--- config.mk ---
export PLATFORM = sky130hd
export DESIGN_NAME = sysop_ctrl
export DESIGN_NICKNAME = d
export VERILOG_FILES = /design/src/rtl/sysop_pkg.sv /design/src/rtl/sysop_ctrl.sv
export SDC_FILE = /design/constraint.sdc
export NUM_CORES = 1
export LEC_CHECK = 0
export CORE_AREA = 5 5 260 262
export DETAILED_ROUTE_END_ITERATION = 12
export DIE_AREA = 0 0 265 267
export GPL_TIMING_DRIVEN = 0
export SYNTH_ARGS = -nofsm -noshare
export SYNTH_HDL_FRONTEND = slang
export SYNTH_SLANG_ARGS = --single-unit
--- constraint.sdc ---
create_clock -name clk -period 1.76 [get_ports clk]
set_input_delay 0.264 -clock clk [delete_from_list [all_inputs] [get_ports clk]]
set_output_delay 0.264 -clock clk [all_outputs]
set_load 0.005 [all_outputs]
--- src/rtl/sysop_pkg.sv ---
// Shared types for the system-op sequencer: request kinds, trap causes, FSM states
// and the request-to-sysop translation.
`ifndef SYSOP_NONE
// Sysop codes shared with the CSR unit; mirrors the definitions in its csr.vh.
`define SYSOP_NONE  5'h00
`define SYSOP_RET   5'h01
`define SYSOP_CSR_W 5'h02
`define SYSOP_CSR_S 5'h03
`define SYSOP_CSR_C 5'h04
`endif

package sysop_pkg;

    typedef enum logic [2:0] {
        K_ECALL   = 3'd0,
        K_EBREAK  = 3'd1,
        K_RET     = 3'd2,
        K_CSRW    = 3'd3,
        K_CSRS    = 3'd4,
        K_CSRC    = 3'd5,
        K_ILLEGAL = 3'd6,
        K_FAULT   = 3'd7
    } kind_e;

    localparam logic [3:0] CAUSE_IALIGN  = 4'd0;
    localparam logic [3:0] CAUSE_IACCESS = 4'd1;
    localparam logic [3:0] CAUSE_ILLEGAL = 4'd2;
    localparam logic [3:0] CAUSE_BREAK   = 4'd3;
    localparam logic [3:0] CAUSE_ECALL_U = 4'd8;
    localparam logic [3:0] CAUSE_ECALL_S = 4'd9;
    localparam logic [3:0] CAUSE_ECALL_M = 4'd11;
    localparam logic [3:0] CAUSE_IPF     = 4'd12;
    localparam logic [3:0] CAUSE_LPF     = 4'd13;
    localparam logic [3:0] CAUSE_SPF     = 4'd15;

    localparam logic [1:0] PRIV_U = 2'd0;
    localparam logic [1:0] PRIV_S = 2'd1;

    typedef enum logic [1:0] {
        IDLE     = 2'd0,
        ISSUE    = 2'd1,
        REDIRECT = 2'd2,
        DRAIN    = 2'd3
    } state_e;

    // Reserved privilege encoding 2 is handled as machine mode.
    function automatic logic [4:0] sysop_encode(input logic [2:0] kind,
                                                input logic [3:0] cause,
                                                input logic [1:0] priv);
        logic [4:0] op;
        op = {1'b1, CAUSE_ILLEGAL};
        case (kind)
            K_ECALL: begin
                if (priv == PRIV_U)      op = {1'b1, CAUSE_ECALL_U};
                else if (priv == PRIV_S) op = {1'b1, CAUSE_ECALL_S};
                else                     op = {1'b1, CAUSE_ECALL_M};
            end
            K_EBREAK:  op = {1'b1, CAUSE_BREAK};
            K_RET:     op = `SYSOP_RET;
            K_CSRW:    op = `SYSOP_CSR_W;
            K_CSRS:    op = `SYSOP_CSR_S;
            K_CSRC:    op = `SYSOP_CSR_C;
            K_FAULT:   op = {1'b1, cause};
            default:   op = {1'b1, CAUSE_ILLEGAL};
        endcase
        return op;
    endfunction

endpackage

--- src/rtl/sysop_ctrl.sv ---
// Sequencer between execute and the CSR/trap unit: issues one sysop per request,
// returns CSR read data to writeback and drives redirect/flush on traps.
module sysop_ctrl
    import sysop_pkg::*;
#(
    parameter int FLUSH_CYCLES = 2
) (
    input  logic        clk,
    input  logic        rst_n,
    input  logic        req_valid,
    output logic        req_ready,
    input  logic [2:0]  req_kind,
    input  logic [3:0]  req_cause,
    input  logic [63:0] req_pc,
    input  logic [63:0] req_tval,
    input  logic [63:0] req_wdata,
    input  logic [4:0]  req_rd,
    input  logic [1:0]  priv,
    output logic [4:0]  csr_op,
    output logic [63:0] csr_pc,
    output logic [63:0] csr_tval,
    output logic [63:0] csr_wdata,
    input  logic [63:0] csr_rdata,
    input  logic        csr_r_valid,
    input  logic        csr_trap_en,
    input  logic [63:0] csr_trap_pc,
    output logic        wb_valid,
    output logic [4:0]  wb_rd,
    output logic [63:0] wb_data,
    output logic        redir_valid,
    output logic [63:0] redir_pc,
    input  logic        redir_ready,
    output logic        flush,
    output logic        busy
);

    localparam int CNT_W = (FLUSH_CYCLES > 0) ? $clog2(FLUSH_CYCLES + 1) : 1;

    state_e           state;
    logic [4:0]       rd_q;
    logic [CNT_W-1:0] drain_cnt;

    assign req_ready = (state == IDLE);
    assign busy      = (state != IDLE);

    // The csr_* operands are loaded at accept and cleared on leaving ISSUE,
    // so they are only non-zero during the single ISSUE cycle.
    always_ff @(posedge clk or negedge rst_n) begin
        if (!rst_n) begin
            state       <= IDLE;
            rd_q        <= '0;
            drain_cnt   <= '0;
            csr_op      <= `SYSOP_NONE;
            csr_pc      <= '0;
            csr_tval    <= '0;
            csr_wdata   <= '0;
            wb_valid    <= 1'b0;
            wb_rd       <= '0;
            wb_data     <= '0;
            redir_valid <= 1'b0;
            redir_pc    <= '0;
            flush       <= 1'b0;
        end else begin
            wb_valid <= 1'b0;
            wb_rd    <= '0;
            wb_data  <= '0;
            case (state)
                IDLE: begin
                    if (req_valid) begin
                        csr_op    <= sysop_encode(req_kind, req_cause, priv);
                        csr_pc    <= req_pc;
                        csr_tval  <= req_tval;
                        csr_wdata <= req_wdata;
                        rd_q      <= req_rd;
                        state     <= ISSUE;
                    end
                end
                ISSUE: begin
                    csr_op    <= `SYSOP_NONE;
                    csr_pc    <= '0;
                    csr_tval  <= '0;
                    csr_wdata <= '0;
                    if (csr_r_valid && (rd_q != 5'd0)) begin
                        wb_valid <= 1'b1;
                        wb_rd    <= rd_q;
                        wb_data  <= csr_rdata;
                    end
                    // A trap and a writeback can coexist (e.g. satp write refetch).
                    if (csr_trap_en) begin
                        redir_valid <= 1'b1;
                        redir_pc    <= csr_trap_pc;
                        flush       <= 1'b1;
                        state       <= REDIRECT;
                    end else begin
                        state <= IDLE;
                    end
                end
                REDIRECT: begin
                    if (redir_ready) begin
                        redir_valid <= 1'b0;
                        redir_pc    <= '0;
                        if (FLUSH_CYCLES > 0) begin
                            drain_cnt <= CNT_W'(FLUSH_CYCLES - 1);
                            state     <= DRAIN;
                        end else begin
                            flush <= 1'b0;
                            state <= IDLE;
                        end
                    end
                end
                DRAIN: begin
                    if (drain_cnt == '0) begin
                        flush <= 1'b0;
                        state <= IDLE;
                    end else begin
                        drain_cnt <= drain_cnt - CNT_W'(1);
                    end
                end
                default: state <= IDLE;
            endcase
        end
    end

endmodule

# --- After elaboration in Yosys (flattened, before gate mapping) ---
# Index checks and enable logic that the tools add are counted.
op_classes:
  addsub: 1
  mux: 33
  div_mod_pow: 0
  n_mul: 0
  shifts: 0
  eq_ne: 15
  n_reduce_logical: 17
  n_bitwise: 0
  order_cmp: 0
op_table:
  columns: ["operator", "n"]
  rows:
  - ["64-bit one-hot mux with 2 select lines", 4]
  - ["64-bit 2-to-1 mux", 7]
  - ["5-bit one-hot mux with 7 select lines", 1]
  - ["2-bit 2-to-1 mux", 8]
  - ["5-bit 2-to-1 mux", 3]
  - ["3-bit AND reduction", 4]
  - ["2-bit inequality test (second input constant)", 5]
  - ["5-bit one-hot mux with 2 select lines", 1]
  - ["2-bit nonzero test", 5]
  - ["3-bit == test (second input constant)", 3]
  - ["2-bit one-hot mux with 4 select lines", 1]
  - ["3-bit by 2-bit == test with 1-bit output (second input constant)", 2]
  - ["2-bit zero test", 3]
  - ["1-bit 2-to-1 mux", 5]
  - ["5-bit nonzero test", 1]
  - ["2-bit by 1-bit == test with 1-bit output (second input constant)", 2]
  - ["2-bit == test (second input constant)", 2]
  - ["1-bit one-hot mux with 2 select lines", 2]
  - ["2-bit one-hot mux with 2 select lines", 1]
  - ["2-bit AND reduction", 2]
  - ["3-bit by 1-bit == test with 1-bit output (second input constant)", 1]
  - ["3-bit zero test", 1]
  - ["2-bit by 1-bit subtractor with 2-bit output (second input constant)", 1]
  - ["1-bit logical AND", 1]
word_totals:
  latch_bits: 0
  word_cells: 79
  rom_bits: 0
  output_inout_bits: 335
  n_memories: 0
  in_bits: 340
  ramBits: 0
  register_bits: 342

# --- Longest topological paths before layout ---
logic_depth:
  word_depth: 6
  ltp_mapped: 7

# --- Least setup slack after synthesis ---
# No wires, ideal clock.
synth_timing:
  path_type: "reg2reg"
  startpoint: "reg rd_q[1]"
  endpoint: "reg wb_data[10]"
  path_slack_ps: 180
  period_less_slack_ps: 1580
  path_buffers: 2
  path_stages_with_launch: 6
  arrival_time_ps: 1461
  t_required_ps: 1641
  cell_sequence: "dfrtp_1 or4_1 o21a_1 buf_4 buf_6 and2_1"
synth_between:
  elab_chain_len: 4
synth_lines:
  columns: ["element", "line", "text"]
  rows:
  - ["start: declaration", "sysop_ctrl.sv:40", "logic [4:0] rd_q;"]
  - ["start signal: assignment", "sysop_ctrl.sv:74", "rd_q <= req_rd;"]
  - ["5-bit nonzero test", "sysop_ctrl.sv:83", "if (csr_r_valid && (rd_q != 5'd0)) begin"]
  - ["1-bit logical AND", "sysop_ctrl.sv:83", null]
  - ["64-bit 2-to-1 mux", "sysop_ctrl.sv:83", null]
  - ["64-bit 2-to-1 mux", "sysop_ctrl.sv:67", "case (state)"]
  - ["end signal: assignment", "sysop_ctrl.sv:86", "wb_data <= csr_rdata;"]
  - ["end: declaration", "sysop_ctrl.sv:29", "output logic [63:0] wb_data,"]
# No other way between the ends.
# A chain may end at the register's enable or synchronous reset.

# --- Worst setup path after layout ---
layout_timing:
  startpoint: "reg rd_q[1]"
  endpoint: "reg wb_data[3]"
# The elaborated chain is that of the path after synthesis.

==> reports/results.ini <==
[placed_design]
dpl.cell_count=2333
dp_hpwl_um=37600
gp_congestion=0.928
place_ws_ns=-1.48
port_buffers=671

[global_route]
overflow=0
antenna_found_initial=3
grt_first_pass_wirelength_um=71200
track_usage_pct=13.1
first_global_vias=10848
grt_max_degree=121

[sta]
setup_viol=0
tightest_slew_ns=0.701
slew_violations=0
finalCritPeriodShare_pct=97.0
grt_setup_unrepaired=true
fin_skew_ns=0.0125
relSlewSlack_pct=53.2
setup_ws_ns=0.0533
hold_viol=0
fin_crit_ns=1.71
fmax_mhz=586

[worst_hold_path]
hp-start=req_kind[0]
holdPathEnd=csr_op[2]
worstHoldPathCells=3
min_path_type=in -> reg

[detailed_routing]
ant_nets=0
dr_total_vias=9883
drt-initial-drc-count=511
drt-met1-wl_um=18400
drc=0
viasPerCell=4.09
highest_layer=met5
dr_wl_met2_um=24800
wire_per_inst_um=20.3
drt_first_pass_iters=5
wl_met3_um=4420
drt_wl_total_um=49100

[synth]
async_reset_ff_share_pct=100
yosys.area.top_type=dfrtp_1
synthDistinctLibCells=34
synth_seq_area_share_pct=71.3
synth_edf_count=0
synth_commonest_cells=342 x dfrtp_1, 258 x a22o_1, 69 x and2_1
synth_top_area_share_pct=71.3
synth_cells=796
synth.cell_area_mm2=0.0120
syn_area_per_cell_um2=15.1
ys_seq_elements=342
ys.warnings.count=0
ys.flop_type=dfrtp_1
synthesis.nets=1137
synth_area_leaders=dfrtp_1 71%, a22o_1 19%, and2_1 3.6%
synth_most_common_cell=dfrtp_1

[power_and_ir_drop]
power_mw=35.0
power_leakage_nw=10.1
ir_drop_uv=814
power_density_mw_per_mm2=1630

[floorplan]
start_util_pct=18.4
rows=94
dieArea_mm2=0.0708
die_width_um=265
ios=675
core_area_mm2=0.0652
die_h_um=267

[clock_tree]
insertion_delay_ns=0.54
cts_buffers=39
cts_buffer_depth=3
cts_tree=yes
root_buffer=clkbuf_16
htree_levels=2
clk_pin_slew_worst_paths_ns=0.06
cts_sinks=342

[critical_path]
crit_type=reg -> reg
r2r-start=rd_q[1]
path_depth=5
cp_cell_sequence=or4_4 -> o21a_1 -> buf_6 -> buf_4 -> and2_1
worst_path_max_delay_cell=or4_4
worstRegToRegCells=5
r2r-end=wb_data[3]
start_kind=flop
r2r_slack_ns=0.05
crit_fanout=9
cp.arrival_ns=2.12
critical_path_required_ns=2.17
crit_buf_inv=2
cp-end-kind=flop
critical_path.top_delay_family=simple AND/OR/NAND/NOR gates
cpPeakStageDelay_ns=0.53

[final_layout]
antenna_cells=0
synthToLayoutAreaGrowth_pct=78.8
regArea_mm2=0.00856
layout-drive-gt1-share_pct=10.2
final_net_count=1866
filler_cell_count=6472
finalNonFillerCells=2417
multi_input_area_mm2=0.00307

[outcome]
status=finished clean

[flow_run]
max_cap_violations=0

## metal layers
| metal | vias to the layer above | track usage [%] |
|---|---|---|
| li1 | 4414 | - |
| met1 | 4903 | 14.8 |
| met2 | 484 | 23.0 |
| met3 | 78 | 4.75 |
| met4 | 4 | 4.08 |
| met5 | - | 0 |
## state kept, by name (all words and copies together), names as in the netlist, named ones only
signal and flops:
redir_pc 64, wb_rd 5, rd_q 5, csr_op 5
csr_tval 64, flush 1, csr_wdata 64, wb_valid 1
csr_pc 64, state 1, redir_valid 1, wb_data 64
drain_cnt 2
## cells by family after synthesis
family,synth area share [%]
simple gates,4.52
fa+ha+maj,0.104
flops,71.3
compound gates,20.2
buf+inv,3.23
mux,0.553
xor+xnor,0.0730
## cells in the final DEF (no fill, tap or decap), types with 2 or more instances in the layout
| cell type | n |
|---|---|
| clkbuf_1 | 12 |
| dfrtp_1 | 339 |
| o31ai_1 | 2 |
| clkdlybuf4s50_1 | 596 |
| clkbuf_16 | 41 |
| buf_16 | 2 |
| clkbuf_4 | 12 |
| buf_12 | 2 |
| a21o_1 | 2 |
| clkbuf_8 | 10 |
| a21oi_1 | 4 |
| mux2_2 | 5 |
| a31oi_1 | 2 |
| dlygate4sd2_1 | 43 |
| bufinv_16 | 2 |
| inv_1 | 7 |
| a22o_1 | 258 |
| clkinv_2 | 5 |
| buf_4 | 25 |
| buf_2 | 21 |
| clkinvlp_4 | 3 |
| o21ai_0 | 3 |
| nand2_1 | 9 |
| dlymetal6s2s_1 | 29 |
| buf_6 | 12 |
| clkbuf_2 | 8 |
| dfrtp_2 | 3 |
| nor2_1 | 4 |
| and2_1 | 68 |
## worst min-delay path, cell delays in order
cell and delay, ns:
clkbuf_1 0.17, o2111ai_1 0.14, nand2_1 0.06
## worst max-delay path by stage
stage	startpoint	to	slack, ns
6_report	rd_q[1]	wb_data[3]	0.05
3_3_place_gp	rst_n	csr_tval[54]	-14.41
4_1_cts	flop	csr_pc[5]	-0.01
5_1_grt	state[0]	busy	-0.03
3_5_place_dp	req_valid	csr_pc[37]	-1.48
2_1_floorplan	rd_q[1]	wb_data[10]	0.18
## repair_timing
item,CTS,global route
setup endpoints to repair,309,259
pin swaps,2,1
hold buffers,1,0
gates resized for setup,85,61
endpoints found under the hold margin,104,0
buffers inserted,9,5
## report_power, final
part,internal (mW),switching [mW],leakage (nW),total [mW]
clock,4.96,3.30,0.635,8.26
sequential,11.0,1.84,4.55,12.8
combinational,8.39,5.57,4.89,14.0
total,24.3,10.7,10.1,35.0
## cell type report
class                   instances  area share (%)
clock inverters                10           0.502
flip-flops and latches        342            39.9
inverters                       7           0.122
clock buffers                  59            5.56
plain buffers                  69            2.23
repair buffers                688            32.3
multi-input cells             378            14.3
well taps                     864            5.04
## through the flow
stage / hold slack (ns) / utilization (%) / setup TNS [ns] / area [um^2]
after detailed placement: 0.403 / 30.5 / -295.15 / 19900
final: 0.140 / 32.9 / 0 / 21500
after floorplan: -0.0316 / - / 0 / 12000
after global placement: 0.481 / 30.4 / -5191.21 / 19800
after global routing: 0.138 / 32.9 / -0.213 / 21500
after CTS: 0.0688 / 32.7 / -0.0134 / 21300
Power figures use the tool's default switching activity.
